==> src/rtl/fixed_point_acc.sv <==
// rtl/fixed_point_acc.sv - saturating per-frame dot-product accumulator fed by the multiplier product stream
// Each frame: bias + NUM_TERMS products, clamped to WIDTH bits on output.
module fixed_point_acc #(
  parameter int WIDTH     = 8,
  parameter int FRAC_BITS = 3,
  parameter int NUM_TERMS = 4,
  parameter int ACC_GUARD = 3
) (
  input  logic             CLK,
  input  logic             RSTN,
  input  logic [WIDTH-1:0] BIAS_IN,
  input  logic [WIDTH-1:0] VALUE_IN,
  input  logic             VALID_IN,
  input  logic             OVERFLOW_IN,
  output logic [WIDTH-1:0] VALUE_OUT,
  output logic             VALID_OUT,
  output logic             OVERFLOW,
  output logic             BUSY
);

  localparam int AW = WIDTH + ACC_GUARD;
  localparam int CW = (NUM_TERMS > 1) ? $clog2(NUM_TERMS) : 1;
  localparam logic [CW-1:0] LAST_CNT = CW'(NUM_TERMS - 1);
  localparam logic signed [AW-1:0] SAT_MAX = AW'((1 << (WIDTH - 1)) - 1);
  localparam logic signed [AW-1:0] SAT_MIN = ~SAT_MAX;

  // Guard bits must hold bias plus NUM_TERMS extreme products without wrapping.
  if (NUM_TERMS < 1 || FRAC_BITS >= WIDTH || (1 << ACC_GUARD) < NUM_TERMS + 1) begin : g_bad_params
    $error("fixed_point_acc: illegal parameter combination");
  end

  typedef enum logic [1:0] {IDLE, ACCUM, EMIT} state_t;

  state_t                 state_q, state_d;
  logic signed [AW-1:0]   acc_q, acc_d;
  logic [CW-1:0]          cnt_q, cnt_d;
  logic                   ovf_sticky_q, ovf_sticky_d;
  logic [WIDTH-1:0]       value_q, value_d;
  logic                   valid_q, valid_d;
  logic                   ovf_out_q, ovf_out_d;

  logic signed [AW-1:0]   bias_x;
  logic signed [AW-1:0]   value_x;
  logic [WIDTH-1:0]       sat_val;
  logic                   clamp;

  assign bias_x  = {{ACC_GUARD{BIAS_IN[WIDTH-1]}}, BIAS_IN};
  assign value_x = {{ACC_GUARD{VALUE_IN[WIDTH-1]}}, VALUE_IN};

  always_comb begin
    sat_val = acc_q[WIDTH-1:0];
    clamp   = 1'b0;
    if (acc_q > SAT_MAX) begin
      sat_val = SAT_MAX[WIDTH-1:0];
      clamp   = 1'b1;
    end else if (acc_q < SAT_MIN) begin
      sat_val = SAT_MIN[WIDTH-1:0];
      clamp   = 1'b1;
    end
  end

  always_comb begin
    state_d      = state_q;
    acc_d        = acc_q;
    cnt_d        = cnt_q;
    ovf_sticky_d = ovf_sticky_q;
    value_d      = value_q;
    valid_d      = 1'b0;
    ovf_out_d    = ovf_out_q;
    case (state_q)
      IDLE, EMIT: begin
        if (state_q == EMIT) begin
          value_d   = sat_val;
          valid_d   = 1'b1;
          ovf_out_d = ovf_sticky_q | clamp;
          state_d   = IDLE;
        end
        // A term arriving during EMIT opens the next frame without a lost cycle.
        if (VALID_IN) begin
          acc_d        = bias_x + value_x;
          ovf_sticky_d = OVERFLOW_IN;
          if (NUM_TERMS == 1) begin
            cnt_d   = '0;
            state_d = EMIT;
          end else begin
            cnt_d   = CW'(1);
            state_d = ACCUM;
          end
        end
      end
      ACCUM: begin
        if (VALID_IN) begin
          acc_d        = acc_q + value_x;
          ovf_sticky_d = ovf_sticky_q | OVERFLOW_IN;
          if (cnt_q == LAST_CNT) begin
            cnt_d   = '0;
            state_d = EMIT;
          end else begin
            cnt_d = cnt_q + CW'(1);
          end
        end
      end
      default: state_d = IDLE;
    endcase
  end

  always_ff @(posedge CLK) begin
    if (!RSTN) begin
      state_q      <= IDLE;
      acc_q        <= '0;
      cnt_q        <= '0;
      ovf_sticky_q <= 1'b0;
      value_q      <= '0;
      valid_q      <= 1'b0;
      ovf_out_q    <= 1'b0;
    end else begin
      state_q      <= state_d;
      acc_q        <= acc_d;
      cnt_q        <= cnt_d;
      ovf_sticky_q <= ovf_sticky_d;
      value_q      <= value_d;
      valid_q      <= valid_d;
      ovf_out_q    <= ovf_out_d;
    end
  end

  assign VALUE_OUT = value_q;
  assign VALID_OUT = valid_q;
  assign OVERFLOW  = ovf_out_q;
  assign BUSY      = (state_q == ACCUM);

endmodule

==> config.mk <==
export PLATFORM = sky130hd
export DESIGN_NAME = fixed_point_acc
export DESIGN_NICKNAME = d
export VERILOG_FILES = /design/src/rtl/fixed_point_acc.sv
export SDC_FILE = /design/constraint.sdc
export NUM_CORES = 1
export LEC_CHECK = 0
export ABC_AREA = 1
export CAP_MARGIN = 15
export CORE_ASPECT_RATIO = 0.9
export CORE_MARGIN = 5
export CORE_UTILIZATION = 40
export DETAILED_ROUTE_END_ITERATION = 12
export PLACE_DENSITY = 0.71
export SLEW_MARGIN = 20
export SYNTH_ARGS = -nofsm -noshare
export SYNTH_HDL_FRONTEND = slang
export SYNTH_SLANG_ARGS = --single-unit
==> constraint.sdc <==
create_clock -name CLK -period 2.9 [get_ports CLK]
set_input_delay 0.29 -clock CLK [delete_from_list [all_inputs] [get_ports CLK]]
set_output_delay 0.29 -clock CLK [all_outputs]
set_load 0.1 [all_outputs]
Word-level counts from Yosys, hierarchy flattened. Cells that the tools add are included. Widths: inputs -> output; s select.

Output and inout bits: 11. Logic and storage cells: 48. Latch bits: 0. Register bits: 26. Memories kept: 0. ROM bits: 0. Bits in writable memories: 0.

Reduce and logical (&&, ||, !) cells: 7. Divide/modulo/power cells: 0. Order comparisons: 2. $mul: 0. Equality and inequality tests: 7. Multiplexer cells: 20. Bitwise logic cells: 2. Shift-type cells: 0. Add/sub/neg operators: 3.

Operator list (number): $mux 11 (2); $pmux 11 s2 (1); $mux 8 (2); $mux 2 (7); $add 11x8->11 (1); $gt 11x8->1 const B (1); $lt 11x8->1 const B (1); $add 8x8->9 (1); $pmux 2 s2 (2); $reduce_and 3->1 (2); $mux 1 (5); $eq 2x2->1 const B (2); $ne 2x2->1 const B (2); $reduce_and 2->1 (2); $ne 3x3->1 const B (1); $add 2x1->2 const B (1); $eq 2x1->1 const B (1); $logic_not 2->1 (1); $ne 2x1->1 const B (1); $or 1x1->1 (2); $pmux 1 s2 (1); $reduce_bool 2->1 (1); $reduce_or 2->1 (1).

Depth between registers and ports, before layout. Gate-level depths: netlist of the first run.

Word-level depth: 4. Gate-level depth with buffers: 13. Depth with buffers taken out: 13.

Worst setup path before layout of the first run. Ideal clock, no wire load.

Path kind: flip-flop to flip-flop. Start: register acc_q[0]. End: register acc_q[6]. Data arrival time: 1537 ps. Library setup time: 109 ps. Setup slack: 1254 ps. Buffers on the path: 0. Cell stages (with the launch flop): 14. Clock period less this slack: 1646 ps. Path through: dfxtp_1 -> ha_1 -> inv_1 -> fa_1 -> inv_1 -> nand3_1 -> nand3_1 -> nand2_1 -> nand2_1 -> nand2_1 -> nand3_1 -> nand3_1 -> nand2_1 -> inv_1.

Cells in the longest elaborated chain, start to end: 3.

RTL lines: from (decl) (RTL line 35) `logic signed [AW-1:0] acc_q, acc_d;`; from (signal assigned) (RTL line 110) `acc_q <= '0;`; from (signal assigned) (RTL line 118) `acc_q <= acc_d;`; $add 11x8->11 (RTL line 93) `acc_d = acc_q + value_x;`; $mux 11 (RTL line 92) `if (VALID_IN) begin`; $pmux 11 s2 (RTL line 70) `case (state_q)`.

Every way passes these cells. The select of a mux whose other input is x is not followed. A chain may end at the register's enable or synchronous reset.

Worst setup path after layout of the first run.
Start: input VALUE_IN[0]. End: register acc_q[6].

Cells in the longest elaborated chain, start to end: 3. Elaborated cells between the ends (all ways): 5.

RTL lines: from (decl) (RTL line 12) `input logic [WIDTH-1:0] VALUE_IN,`; $add 11x8->11 / $add 8x8->9 (equally long branches) (RTL line 93, 80); $mux 11 (on tied branches) (RTL line 92, 79); $pmux 11 s2 * (RTL line 70).

Mark *: on every way between the ends. The rest lies on a longest branch, timed or not. The select of a mux whose other input is x is not followed.

==> results of run 1 <==
[critical path, stage by stage]
cell             delay, ns
clkdlybuf4s50_1       0.48
ha_1                  0.20
inv_1                 0.07
fa_1                  0.36
inv_1                 0.12
nand3_1               0.08
nand3_1               0.13
nand2_1               0.09
nand2_1               0.07
nand2_1               0.05
nand3_1               0.06
nand3_1               0.06
nand2_1               0.07
inv_1                 0.03
[cell usage after synthesis (2+ instances only)]
cell      instances  area share
xnor2_1           3       0.013
nor2_1           21       0.038
or2_0             3      0.0091
fa_1              2       0.019
ha_1             19        0.12
nand4_1           4       0.012
inv_1            46       0.084
o211ai_1          2      0.0073
inv_2             9       0.016
clkinv_1          2      0.0036
nand2_1          99        0.18
dfxtp_1          26        0.25
o21ai_0           5       0.012
nand3_1          31       0.075
a21oi_1          20       0.048
o21ai_1          16       0.039
nand3b_1          5       0.018
clkbuf_1          2      0.0036
[sequential cells by signal (all words and copies together) (netlist names)]
signal,count
OVERFLOW,1
VALID_OUT,1
VALUE_OUT,8
acc_q,11
cnt_q,2
ovf_sticky_q,1
state_q,2
[per-stage QoR]
step	cells	utilization	total power, uW	hold WS [ns]
floorplan	328	-	650.1	0.4317
global placement	419	0.4865	735.8	0.4534
detailed placement	419	0.4865	739.9	0.4591
CTS	423	0.5010	1038	0.4734
global route	423	0.5010	1103	0.4907
finish	423	0.5010	1032	0.4698
[how the worst max path moves through the flow]
stage	endpoint	slack, ns
4_1_cts	acc_q[6]	0.91
2_1_floorplan	acc_q[6]	1.25
6_report	acc_q[6]	0.89
3_3_place_gp	acc_q[6]	0.68
3_5_place_dp	acc_q[6]	0.62
5_1_grt	acc_q[8]	0.67
[power groups by stage]
stage	registers, uW	clock network, uW	logic, uW
CTS	395	304	339
finish	395	298	339
global placement	403	0	333
detailed placement	404	0	336
floorplan	398	0	253
global route	398	319	386
[cell families after synthesis]
kind of cell,count (synthesis),synth area share
simple gates,167,0.3483
compound gates,48,0.1296
fa+ha+maj,21,0.1345
flops,26,0.2520
xor+xnor,4,0.01696
buf+inv,62,0.1187
[area by class of cell]
| class | instances | share of cell area |
|---|---|---|
| multi-input combinational | 240 | 0.5269 |
| timing repair buffer | 31 | 0.1136 |
| clock inverter | 1 | 0.01217 |
| clock buffer | 3 | 0.01673 |
| inverter | 57 | 0.08671 |
| sequential | 26 | 0.2110 |
| tap | 65 | 0.03296 |
[metal layers]
layer,part of all wire,up-vias,GRT usage
li1,-,1113,-
met1,0.49,899,0.1906
met4,0,0,0.009494
met3,0.048,0,0.02723
met2,0.46,37,0.2562
met5,0,-,0
==> key figures, run 1 <==
Place
  – Buffers on Ports: 30
  – Dpl hpwl: 3.778 mm
  – Post-place setup slack: 0.6171 ns
  – DP Area: 0.002396 mm2
  – Placer Congestion: 0.8888

Worst setup path
  – Startpoint Class: input pin
  – CP endpoint kind: register
  – Worst-path fanout max: 4
  – Critical path origin: VALUE_IN[0]
  – Reg2reg end: acc_q[6]
  – Critical path data required time: 3.08 ns
  – WP data arrival: 2.19 ns
  – WS Path Type: input pin to register
  – Worst R2R Setup Slack: 0.99 ns
  – Worst Reg2Reg Path Length in Cells: 13
  – R2r startpoint: acc_q[0]

Logic synthesis
  – Asr flop ratio synth: 0
  – Post-synth EDFFs: 0
  – Register bit total from synthesis: 26
  – Main synth FF type: dfxtp_1
  – Post-synthesis net count: 369
  – Synth warn: 0
  – Seq/Total Area, Yosys: 0.2520
  – Synth Instances: 328
  – Yosys cell types: 31
  – Cell area after synthesis: 0.002066 mm2
  – Syn Area/Cell: 6.298 um2

Layout
  – Seq. cell area: 520.5 um2
  – Ant. Diodes: 0
  – Commonest non-fill, non-tap cells in the layout: 99 x nand2_1, 46 x inv_1, 31 x nand3_1
  – Most common cell after layout, fill and taps aside: nand2_1
  – Layout cells sized above 1: 0.08659
  – Synth-to-layout area growth: 19.44%
  – NumNets Final: 400
  – Filler cell count: 500
  – Finished layout cell area: 0.002467 mm2
  – Multi-input gate area: 0.001300 mm2

Timing
  – Fin. max-slew vios: 0
  – Setup TNS Final: 0 ns
  – Setup ws final: 0.8876 ns
  – Final worst path period share: 0.6939
  – Final Hold Viols: 0
  – Final setup fails: 0
  – Slew @ Worst Pin: 0.4539 ns
  – Final Critical Period: 2.012 ns
  – Worst Skew: 0.001958 ns
  – Unrepaired setup endpoints after global routing: no
  – Worst relative slew slack: 0.6967
  – Fmax: 496.9 MHz

Routing
  – Initial DRT Pass Iterations: 5
  – Wirelength per Cell: 11.31 um
  – Overall routed net length: 4.783 mm
  – Vias per inst: 4.844
  – DRC Markers: 0
  – Vias: 2049
  – Post-DRT Antenna Nets: 0
  – DR iter-0 viols: 99

Min path
  – Worst Hold Depth: 2
  – Worst Hold End: VALUE_OUT[1]
  – Hold crit path type: register to register
  – Hold_sp: VALUE_OUT[1]

Power
  – Peak VDD IR: 271.3 uV
  – Sw Share: 0.3269
  – Logic pwr share: 0.329
  – Net Switching: 337.5 uW
  – Leakage power: 0.001285 uW
  – Clk network pwr share: 0.289
  – PD cells: 418.3 mW/mm2
  – Internal: 694.7 uW
  – Seq pwr share: 0.383

Clock tree
  – CTS buffer count: 3
  – Num Clock Sinks: 26
  – Hold Buf Count CTS: 0
  – Clk_lat worst skew: 0.27 ns
  – Post-CTS Setup Bufs: 0
  – Post-cts sizing count: 0
  – CTS tree: built
  – Root Buffer: clkbuf_8
  – CTS HTree Levels: 1
  – Max Buffers Root-to-Sink: 2
  – Worst-path clk slew: 0.09 ns

Die
  – Starting Density: 0.4195
  – Core Region: 0.004925 mm2
  – Std-Cell Rows: 24
  – I/O pin count: 31
  – Die X: 85.75 um
  – Die Y-Extent: 78.18 um
  – Die ar.: 0.006704 mm2

Global routing
  – Initial antenna violation count: 0
  – All-layer global routing usage: 0.1446
  – Grt total ovfl: 0
  – Global-route wire length before repair: 8.121 mm
  – Vias in the first global route: 1820
  – Pin count of the biggest net entering global routing: 24

Flow run
  – Max Cap Viol: 0

Outcome
  – Status: finished, final reports clean
Power figures use the tool's default switching activity.
==> run 2: changes to the inputs <==
Clock period 2.9 ns to 2.1 ns, I/O delays scaled along.
==> key figures, run 2 (synthesis results as in run 1) <==
Layout
  – Commonest non-fill, non-tap cells in the layout: 99 x nand2_1, 46 x inv_1, 31 x nand3_1
  – Filler cell count: 524
  – Max reg flops: 11
  – Finished layout cell area: 0.002517 mm2
  – Layout cells sized above 1: 0.09917
  – Most common cell after layout, fill and taps aside: nand2_1
  – Core Util, Final: 0.5112
  – NumNets Final: 405
  – Ant. Diodes: 0
  – Synth-to-layout area growth: 21.87%
  – Reg with most FFs: acc_q

Timing
  – Final Critical Period: 1.870 ns
  – Slew @ Worst Pin: 0.3706 ns
  – Hold slack: 0.4678 ns
  – Fmax: 534.6 MHz
  – Setup TNS Final: 0 ns
  – Fin. max-slew vios: 0
  – Final setup fails: 0
  – Worst Skew: 0.003114 ns
  – Worst relative slew slack: 0.7530
  – Unrepaired setup endpoints after global routing: no
  – Final worst path period share: 0.8907
  – Final Hold Viols: 0

Die
  – Die ar.: 0.006704 mm2
  – Die X: 85.75 um
  – I/O pin count: 31
  – Die Y-Extent: 78.18 um
  – Starting Density: 0.4195
  – Std-Cell Rows: 24
  – Core Region: 0.004925 mm2

Worst setup path
  – Worst-path fanout max: 4
  – Startpoint Class: input pin
  – Critical path data required time: 2.28 ns
  – Ordered cell list for the critical path: clkdlybuf4s50_1 -> ha_1 -> fa_1 -> nand3_1 -> nand3_2 -> nand2_1 -> nand2_1 -> nand2_1 -> nand2_1 -> nand2_1 -> nand2_1 -> nor2_1 -> nor2_1
  – Most frequent CP cell: nand2_1
  – CP endpoint kind: register
  – WP data arrival: 2.05 ns
  – Critical Path Slowest Stage Cell: clkdlybuf4s50_1
  – WS Path Type: input pin to register
  – CP max stage delay: 0.43 ns

Clock tree
  – Worst-path clk slew: 0.09 ns
  – Post-cts sizing count: 0
  – Clk_lat worst skew: 0.27 ns
  – Hold Buf Count CTS: 0
  – Root Buffer: clkbuf_8
  – Post-CTS Setup Bufs: 0
  – CTS buffer count: 3
  – CTS tree: built
  – CTS HTree Levels: 1
  – Num Clock Sinks: 26
  – Max Buffers Root-to-Sink: 2

Routing
  – Max layer used: met4
  – Wirelength per Cell: 11.31 um
  – WL met2: 2.249 mm
  – Initial DRT Pass Iterations: 4
  – Metal3 WL: 181 um
  – Vias: 2070
  – Overall routed net length: 4.839 mm
  – Vias per inst: 4.836
  – DRC Markers: 0
  – DR iter-0 viols: 93
  – M1 WL: 2.365 mm
  – Post-DRT Antenna Nets: 0

Global routing
  – Initial antenna violation count: 0
  – Global-route wire length before repair: 8.438 mm
  – Grt total ovfl: 0
  – Pin count of the biggest net entering global routing: 24
  – Vias in the first global route: 1932
  – All-layer global routing usage: 0.1528

Power
  – Clk network pwr share: 0.290
  – Leakage power: 0.001314 uW
  – Logic pwr share: 0.334
  – Peak VDD IR: 359.4 uV
  – Internal: 971.7 uW
  – PD cells: 576.1 mW/mm2
  – Overall power: 1450 uW
  – Net Switching: 478.6 uW
  – Seq pwr share: 0.376
  – Sw Share: 0.3300

Flow run
  – Max Cap Viol: 0

Min path
  – Hold crit path type: register to register

Place
  – Placer Congestion: 0.8693
  – DP Area: 0.002446 mm2
  – Dpl hpwl: 3.929 mm
  – Buffers on Ports: 30

Outcome
  – Status: finished, final reports clean
## run 2: changes by cell type in the layout (fill, tap and decap cells not counted)
cell    change
buf_4       +4
buf_12      +1
## run 2: cell type report
class                      instances  area, um2  area share
timing repair buffer              36      330.3      0.1312
clock buffer                       3      41.29     0.01640
multi-input combinational        240       1300      0.5164
tap                               65      81.33     0.03231
sequential                        26      520.5      0.2068
clock inverter                     1      30.03     0.01193
inverter                          57      214.0     0.08499
## run 2: power by group through the flow
stage                     combinational, uW  clock (uW)  sequential, uW
after floorplan                         349           0             549
after global placement                  474           0             557
after detailed placement                480           0             558
after CTS                               485         429             546
after global routing                    554         456             550
final                                   484         420             546
## run 2: path summary, 6_finish.rpt
check | startpoint | endpoint | slack (ns) | depth (start not counted)
hold / removal | VALUE_OUT[1] | VALUE_OUT[1] | 0.47 | 2
hold reg to reg | VALUE_OUT[1] | VALUE_OUT[1] | 0.47 | 2
setup reg to reg | acc_q[0] | acc_q[8] | 0.29 | 13
setup / recovery | VALUE_IN[0] | acc_q[10] | 0.23 | 13
## run 2: worst max-delay path: cells and delay by family
kind	cells	cell delay, ns
buf+inv	1	0.43
fa+ha+maj	2	0.63
simple gates	10	0.79
## run 2: layer usage
metal / GRT usage / up-vias
li1: - / 1124
met1: 0.1929 / 911
met2: 0.2655 / 31
met3: 0.03037 / 4
met4: 0.03956 / 0
met5: 0 / -
## run 2: through the flow
step	cells	setup WS (ns)
2_1_floorplan	328	0.4544
3_3_place_gp	424	-0.02602
3_5_place_dp	424	-0.06262
4_1_cts	428	0.2388
5_1_grt	428	0.05379
6_report	428	0.2295
==> run 3: changes to the inputs <==
--- a/config.mk
+++ b/config.mk
@@ -8,7 +8,8 @@
 export ABC_AREA = 1
 export CAP_MARGIN = 15
-export CORE_ASPECT_RATIO = 0.9
+export CORE_ASPECT_RATIO = 0.75
 export CORE_MARGIN = 5
 export CORE_UTILIZATION = 40
+export CTS_BUF_LIST = sky130_fd_sc_hd__clkbuf_16
 export DETAILED_ROUTE_END_ITERATION = 12
 export PLACE_DENSITY = 0.71
==> constraint.sdc (replaced) <==
create_clock -name CLK -period 2.1 [get_ports CLK]
set_input_delay 0.21 -clock CLK [delete_from_list [all_inputs] [get_ports CLK]]
set_output_delay 0.21 -clock CLK [all_outputs]
set_load 0.05 [all_outputs]
==> key figures, run 3 (synthesis results as in run 1) <==
Outcome
  – Status: finished, final reports clean

Worst setup path
  – WS Path Type: input pin to register
  – CP max stage delay: 0.42 ns
  – Ordered cell list for the critical path: clkdlybuf4s50_1 -> ha_1 -> fa_1 -> nand3_1 -> nand3_2 -> nand2_1 -> nand2_1 -> nand2_1 -> nand2_1 -> nand2_1 -> nand2_1 -> nor2_1 -> nor2_1
  – WP data arrival: 2.05 ns
  – Startpoint Class: input pin
  – Worst-path fanout max: 4
  – Reg2reg end: acc_q[6]
  – R2r startpoint: acc_q[0]
  – Most frequent CP cell: nand2_1
  – Worst R2R Setup Slack: 0.27 ns
  – Critical Path Slowest Stage Cell: clkdlybuf4s50_1
  – Critical path data required time: 2.25 ns
  – CP endpoint kind: register
  – Worst Reg2Reg Path Length in Cells: 13

Timing
  – Setup TNS Final: 0 ns
  – Fmax: 528.0 MHz
  – Final worst path period share: 0.9019
  – Unrepaired setup endpoints after global routing: no
  – Final setup fails: 0
  – Fin. max-slew vios: 0
  – Final Critical Period: 1.894 ns
  – Slew @ Worst Pin: 0.4958 ns
  – Worst relative slew slack: 0.6685
  – Worst Skew: 0.003686 ns
  – Setup ws final: 0.2060 ns
  – Final Hold Viols: 0

Die
  – I/O pin count: 31
  – Starting Density: 0.4169
  – Core Region: 0.004955 mm2
  – Die Y-Extent: 72.24 um
  – Die X: 92.98 um
  – Std-Cell Rows: 22
  – Die ar.: 0.006716 mm2

Min path
  – Hold crit path type: register to register
  – Hold_sp: VALUE_OUT[5]
  – Worst Hold Depth: 2
  – Worst Hold End: VALUE_OUT[5]

Layout
  – Max reg flops: 11
  – Reg with most FFs: acc_q
  – Ant. Diodes: 0
  – Most common cell after layout, fill and taps aside: nand2_1
  – Layout Cells excl Fill: 422
  – Seq. cell area: 520.5 um2
  – NumNets Final: 405
  – Filler cell count: 512
  – Synth-to-layout area growth: 22.35%
  – Commonest non-fill, non-tap cells in the layout: 99 x nand2_1, 46 x inv_1, 31 x nand3_1
  – Core Util, Final: 0.5101
  – Multi-input gate area: 0.001300 mm2
  – Layout cells sized above 1: 0.06906

Routing
  – Initial DRT Pass Iterations: 5
  – DR iter-0 viols: 110
  – Overall routed net length: 4.905 mm
  – DRC Markers: 0
  – Wirelength per Cell: 11.62 um
  – Vias per inst: 4.884
  – Vias: 2061
  – Post-DRT Antenna Nets: 0

Global routing
  – Vias in the first global route: 1860
  – Pin count of the biggest net entering global routing: 24
  – All-layer global routing usage: 0.1478
  – Global-route wire length before repair: 8.369 mm
  – Initial antenna violation count: 0
  – Grt total ovfl: 0

Place
  – Inst Count DP: 419
  – Post-place setup slack: -0.06108 ns
  – Placer Congestion: 0.8751
  – Buffers on Ports: 30
  – Dpl hpwl: 3.974 mm

Clock tree
  – CTS buffer count: 3
  – Post-cts sizing count: 0
  – Post-CTS Setup Bufs: 0
  – Max Buffers Root-to-Sink: 2
  – CTS HTree Levels: 1
  – CTS tree: built
  – Clk_lat worst skew: 0.26 ns
  – Root Buffer: clkbuf_16
  – Worst-path clk slew: 0.06 ns
  – Hold Buf Count CTS: 0
  – Num Clock Sinks: 26

Power
  – Overall power: 1438 uW
  – PD cells: 568.8 mW/mm2
  – Peak VDD IR: 534.1 uV
  – Leakage power: 0.001291 uW

Flow run
  – Max Cap Viol: 0
[run 3: where the power goes]
part           total [uW]  switching (uW)  internal [uW]
Clock                 414             162            252
Sequential            546            27.0            519
Combinational         477             283            194
Total                1440             472            965
[run 3: how the worst max path moves through the flow]
stage / start / endpoint / slack, ns / cells after the start
3_3_place_gp: VALUE_IN[0] / acc_q[9] / -0.03 / 13
5_1_grt: VALUE_IN[1] / acc_q[6] / 0.04 / 13
2_1_floorplan: acc_q[0] / acc_q[6] / 0.46 / 13
4_1_cts: VALUE_IN[0] / acc_q[10] / 0.20 / 13
6_report: VALUE_IN[0] / acc_q[10] / 0.21 / 13
3_5_place_dp: VALUE_IN[0] / acc_q[10] / -0.06 / 13
[run 3: area by class of cell]
cell class	instances	share of cell area
Sequential cell	26	0.2059
Timing Repair Buffer	36	0.1356
Clock buffer	3	0.02970
Inverter	57	0.08465
Multi-Input combinational cell	240	0.5144
Tap cell	60	0.02970
[run 3: routing by layer]
metal | up-vias | share of wire | GRT usage
li1 | 1116 | - | -
met1 | 898 | 0.50 | 0.2110
met2 | 47 | 0.45 | 0.2458
met3 | 0 | 0.051 | 0.02694
met4 | 0 | 0 | 0.006504
met5 | - | 0 | 0
[run 3: worst max-delay path, delay by kind of cell]
kind	cells	cell delay, ns
fa+ha+maj	2	0.63
buf+inv	1	0.42
simple gates	10	0.77
[run 3: per-stage QoR]
step / hold WS [ns] / area [um2]
final: 0.4659 / 2527
after CTS: 0.4650 / 2527
after global routing: 0.4773 / 2527
after detailed placement: 0.4553 / 2452
after floorplan: 0.3517 / 2066
after global placement: 0.4555 / 2452
